[config.mk]
export PLATFORM = sky130hd
export DESIGN_NAME = stream_number_checker_expect
export DESIGN_NICKNAME = d
export VERILOG_FILES = /design/src/rtl/stream_number_checker_pkg.sv /design/src/rtl/stream_number_checker_expect.sv
export SDC_FILE = /design/constraint.sdc
export NUM_CORES = 1
export LEC_CHECK = 0
export ABC_AREA = 1
export BUFFER_PORTS_ARGS = -buffer_cell sky130_fd_sc_hd__buf_4
export CAP_MARGIN = 30
export CELL_PAD_IN_SITES_DETAIL_PLACEMENT = 0
export CELL_PAD_IN_SITES_GLOBAL_PLACEMENT = 1
export CORE_ASPECT_RATIO = 1.1
export CORE_MARGIN = 3
export CORE_UTILIZATION = 30
export CTS_BUF_LIST = sky130_fd_sc_hd__clkbuf_8
export CTS_CLUSTER_DIAMETER = 50
export CTS_CLUSTER_SIZE = 12
export DETAILED_ROUTE_END_ITERATION = 12
export PLACE_DENSITY_LB_ADDON = 0.1
export SYNTH_ARGS = -nofsm -noshare
export SYNTH_HDL_FRONTEND = slang
export SYNTH_SLANG_ARGS = --single-unit
[constraint.sdc]
create_clock -name clk -period 2.1 [get_ports clk]
set_clock_uncertainty 0.2 [all_clocks]
set_input_delay 0.315 -clock clk [delete_from_list [all_inputs] [get_ports clk]]
set_output_delay 0.315 -clock clk [all_outputs]
set_load 0.01 [all_outputs]
[src/rtl/stream_number_checker_pkg.sv]
// Shared types and elaboration-time helpers for the number-stream checker.
package stream_number_checker_pkg;

   typedef enum logic [1:0] {
      ST_IDLE = 2'd0,
      ST_RUN  = 2'd1,
      ST_DONE = 2'd2
   } state_t;

   // Widest keep mask the helpers can describe (TDATA up to 1024 bits).
   localparam int MAX_KEEP_W = 128;

   function automatic int lane_width(input int tdata_w, input int num_w);
      return (num_w < tdata_w) ? num_w : tdata_w;
   endfunction

   function automatic int lanes(input int tdata_w, input int num_w);
      return tdata_w / lane_width(tdata_w, num_w);
   endfunction

   function automatic int num_beats(input int bytes, input int tdata_w);
      int bpb;
      bpb = tdata_w / 8;
      return (bytes + bpb - 1) / bpb;
   endfunction

   function automatic logic [MAX_KEEP_W-1:0] final_tkeep(input int bytes, input int tdata_w);
      int bpb;
      int rem;
      logic [MAX_KEEP_W-1:0] one;
      bpb = tdata_w / 8;
      rem = bytes % bpb;
      one = '0;
      one[0] = 1'b1;
      if (rem == 0) return {MAX_KEEP_W{1'b1}} >> (MAX_KEEP_W - bpb);
      return (one << rem) - one;
   endfunction

   function automatic int static_bits(input int l);
      return $clog2(l);
   endfunction

endpackage

[src/rtl/stream_number_checker_expect.sv]
// Expected tdata for the current beat: every lane shares one beat counter in
// its upper bits, while the low bits are the constant lane index.
module stream_number_checker_expect
   import stream_number_checker_pkg::*;
#(
   parameter int DATA_W = 128,
   parameter int LW     = 32,
   parameter int SB     = 2
) (
   input  logic              clk,
   input  logic              clear,
   input  logic              advance,
   output logic [DATA_W-1:0] exp_tdata
);
   localparam int L  = DATA_W / LW;
   localparam int CW = LW - SB;

   logic [CW-1:0] cnt_q, cnt_d;

   // Beat counter; wraps silently at 2^CW.
   always_comb begin
      cnt_d = cnt_q;
      if (clear)        cnt_d = '0;
      else if (advance) cnt_d = cnt_q + CW'(1);
   end

   // Register the beat counter.
   always_ff @(posedge clk) begin
      cnt_q <= cnt_d;
   end

   for (genvar n = 0; n < L; n++) begin : g_lane
      if (SB > 0) begin : g_idx
         localparam logic [SB-1:0] IDX = SB'(n);
         assign exp_tdata[n*LW +: LW] = {cnt_q, IDX};
      end else begin : g_noidx
         assign exp_tdata[n*LW +: LW] = cnt_q;
      end
   end

endmodule

; Word-level counts from Yosys, hierarchy flattened
; Cells that the tools add are included.
[classes]
addsub = 1
[ops]
columns = cell, count
row1 = "30-bit by 1-bit adder with 30-bit output, second input constant", 1
[totals]
regBits = 30
input_bits = 3
output_inout_bits = 128
elab_cells = 2

; Depth between registers and ports, before layout
[depth]
depth_word = 1
mapped_depth = 9
depth_no_buf = 9

; Worst setup path before layout
; OpenSTA, ideal clock, no wires.
[synth_path]
kind = flip-flop to flip-flop
start = register cnt_q[0]
end = register cnt_q[24]
setup_ns = 0.110
t_arrival_ns = 1.373
required_time_ns = 1.790
path_slack_ns = 0.417
path_stages_with_launch = 9
path_buffers = 0
synth_period_minus_slack_ns = 1.683
cell_sequence = dfxtp_1 > ha_1 > nand3_1 > nor2_2 > nand2_2 > nor2_4 > nand3_1 > nand2_1 > nor2_1
[synth_via]
elab_chain_len = 1
[synth_rtl]
columns = element, line
row1 = from (decl), stream_number_checker_expect.sv:18  ; logic [CW-1:0] cnt_q, cnt_d;
row2 = from (signal assigned), stream_number_checker_expect.sv:29  ; cnt_q <= cnt_d;
row3 = 30-bit by 1-bit adder with 30-bit output, stream_number_checker_expect.sv:24  ; else if (advance) cnt_d = cnt_q + CW'(1);
; No other way between the ends.
; A chain may end at the register's enable or synchronous reset.

; Final worst setup path
[layout_path]
start = register cnt_q[1]
end = register cnt_q[26]
; The elaborated chain is that of the path after synthesis.

==> impl_metrics.yaml <==
status:
  status: "finished, final reports clean"
die:
  rows: 32
  die_h_um: 98.13
  boundaryPins: 131
  die_x_um: 89.75
  core_um2: 7247
  die_area_um2: 8807
  start_util_pct: 31.94
finish:
  reg_top3: "cnt_q (30)"
  syn_to_final_growth_pct: 19.41
  fin_util_pct: 38.14
  drive_gt1_share_pct: 38.06
  fin_cells: 483
  num_antenna_cells: 0
  largest_reg_flops: 30
  nFillCells: 779
  multiInputGateArea_um2: 884.6
  seq_area_um2: 600.6
  nNetsFinal: 385
  largest_register: "cnt_q"
critical_path:
  crit_path_frequent_cell: "nand2_1"
  worst_ep_required_time_ps: 2120
  startpoint_type: "flip-flop"
  slowest_stage: "dfxtp_1"
  cp.arrival_ps: 1770
  crit_path_end_kind: "flip-flop"
  path_max_fanout: 7
  critPathMaxStageDelay_ps: 430
  crit_type: "flip-flop to flip-flop"
  path_cells: "ha_1, nand3_1, nor2_2, nand2_1, nor2_1, nand2_1, nand2_1, inv_1, nor2_1"
  regToRegSetupSlack_ps: 350
route:
  dr.pass1.iters: 4
  routed_wl_um: 5647
  wl_per_cell_um: 11.69
  post-route-drc-count: 0
  viasPerCell: 4.147
  num_vias: 2003
  first_iter_violations: 36
  ant_nets: 0
synth:
  yosysUniqueCellTypes: 25
  ys_warn_count: 0
  synth_most_common_cell: "buf_4"
  synth_area_leaders: "buf_4 (32%), dfxtp_1 (26%), nand2_1 (10%)"
  netlist_instances: 341
  async_flop_share_pct: 0
  yosysSeqAreaShare_pct: 25.95
  yosysTopAreaCellShare_pct: 31.78
  synth_area_um2: 2315
  post-synth-top-area-cell: "buf_4"
  syn_area_per_cell_um2: 6.788
  synth_top_flop_cell: "dfxtp_1"
  synth_common_cells: "buf_4 (98), nand2_1 (63), nor2_1 (48), dfxtp_1 (30), inv_1 (28)"
  synth_edf_count: 0
  ys_ff_latch: 30
clocking:
  cts_tree: "yes"
  htreeDepth: 2
  ctsLongestPathBuffers: 2
  clock-sinks: 30
  cts_resized: 0
  clk_latency_ps: 280
  cts_buffers: 5
  hold_buffers: 0
  clk_pin_slew_ps: 60
  postCtsSetupRepairBufs: 0
  cts_root_buf: "clkbuf_8"
grt:
  grt_pass1_vias: 1800
  grt_usage_pct: 12.31
  grt_max_degree: 16
  gr-total-overflow: 0
  grt_pass1_wl_um: 8873
  antenna_found_initial: 0
timing:
  period_share_pct: 83.53
  slew_viol_final: 0
  period_needed_ps: 1754
  rsz0062_at_grt: "no"
  setup_violations: 0
  setup_tns_ps: 0
  fmax_mhz: 570.1
  hold_viol: 0
power_and_ir_drop:
  power_density_nw_per_um2: 393.3
  vdd_drop_max_uv: 176.8
  leakagePower_nw: 1.363
placement:
  dpl.cell_count: 476
  hpwl_um: 4483
  port_buffers: 122
  place_congestion: 0.8024
job:
  drv_cap: 0
hold_path:
  min_path_type: "input pin to flip-flop"
==> metal layers <==
metal,global-route usage (%),up-vias,part of all wire [%]
met5,0,-,0
met4,4.245,0,1.2
met3,3.390,5,7.6
met2,21.76,84,49
met1,14.33,876,42
li1,-,1038,-
==> metrics by stage <==
step | total power, mW | area, um2 | hold slack, ps | setup WS, ps
floorplan | 0.6522 | 2337 | 186.5 | 417.0
global placement | 0.6696 | 2688 | 316.9 | 376.2
detailed placement | 0.6689 | 2688 | 330.8 | 323.4
CTS | 1.105 | 2764 | 43.30 | 316.7
global route | 1.131 | 2764 | 48.43 | 130.3
finish | 1.087 | 2764 | 45.67 | 346.0
==> cell families after synthesis <==
family / synth area share (%)
xor gates and xnor gates: 0.3784
other: 0.3244
and+or+nand+nor: 29.73
buffers and inverters: 36.81
DFF: 25.95
AOI/OAI and AO/OA: 6.270
adders and majority gates: 0.5405
==> worst max-delay path, delay by kind of cell (launching register included) <==
kind / cells / cell delay [ps]
and+or+nand+nor: 7 / 800
DFF: 1 / 430
adders and majority gates: 1 / 230
buffers and inverters: 1 / 40
==> layout by cell type (no fill, tap or decap) <==
cell type / n
nand2_1: 63
nand3b_4: 1
ha_1: 1
xnor2_1: 1
nor3_1: 2
o21ai_1: 1
inv_2: 1
nor3_2: 1
buf_12: 1
o21ai_0: 10
inv_1: 30
nand2_2: 2
a211oi_1: 1
a21oi_1: 15
clkbuf_8: 5
conb_1: 8
dfxtp_1: 30
nor2_4: 6
o21bai_1: 1
nor2_1: 48
nand4_1: 9
nand3_1: 15
nor3b_1: 1
nor2_2: 2
buf_4: 126
==> cell type report <==
class / instances / area share (%)
clock buffer: 5 / 2.490
clock inverter: 2 / 0.2716
inverter: 29 / 3.938
multi-input combinational: 188 / 32.01
sequential: 30 / 21.73
tap: 102 / 4.617
timing repair buffer: 127 / 34.95
==> power by group <==
part           switching [mW]  leakage (nW)  internal (mW)
clock network           0.215        0.0466          0.218
logic                  0.0443          1.07         0.0327
registers             0.00461         0.242          0.573
==> path summary, 6_finish.rpt <==
path | startpoint | endpoint | cells past startpoint
max reg2reg | cnt_q[1] | cnt_q[26] | 9
min | clear | cnt_q[25] | 2
max | cnt_q[1] | cnt_q[26] | 9
min reg2reg | cnt_q[16] | cnt_q[16] | 1
Note: power is estimated with default switching activity, not from simulation.
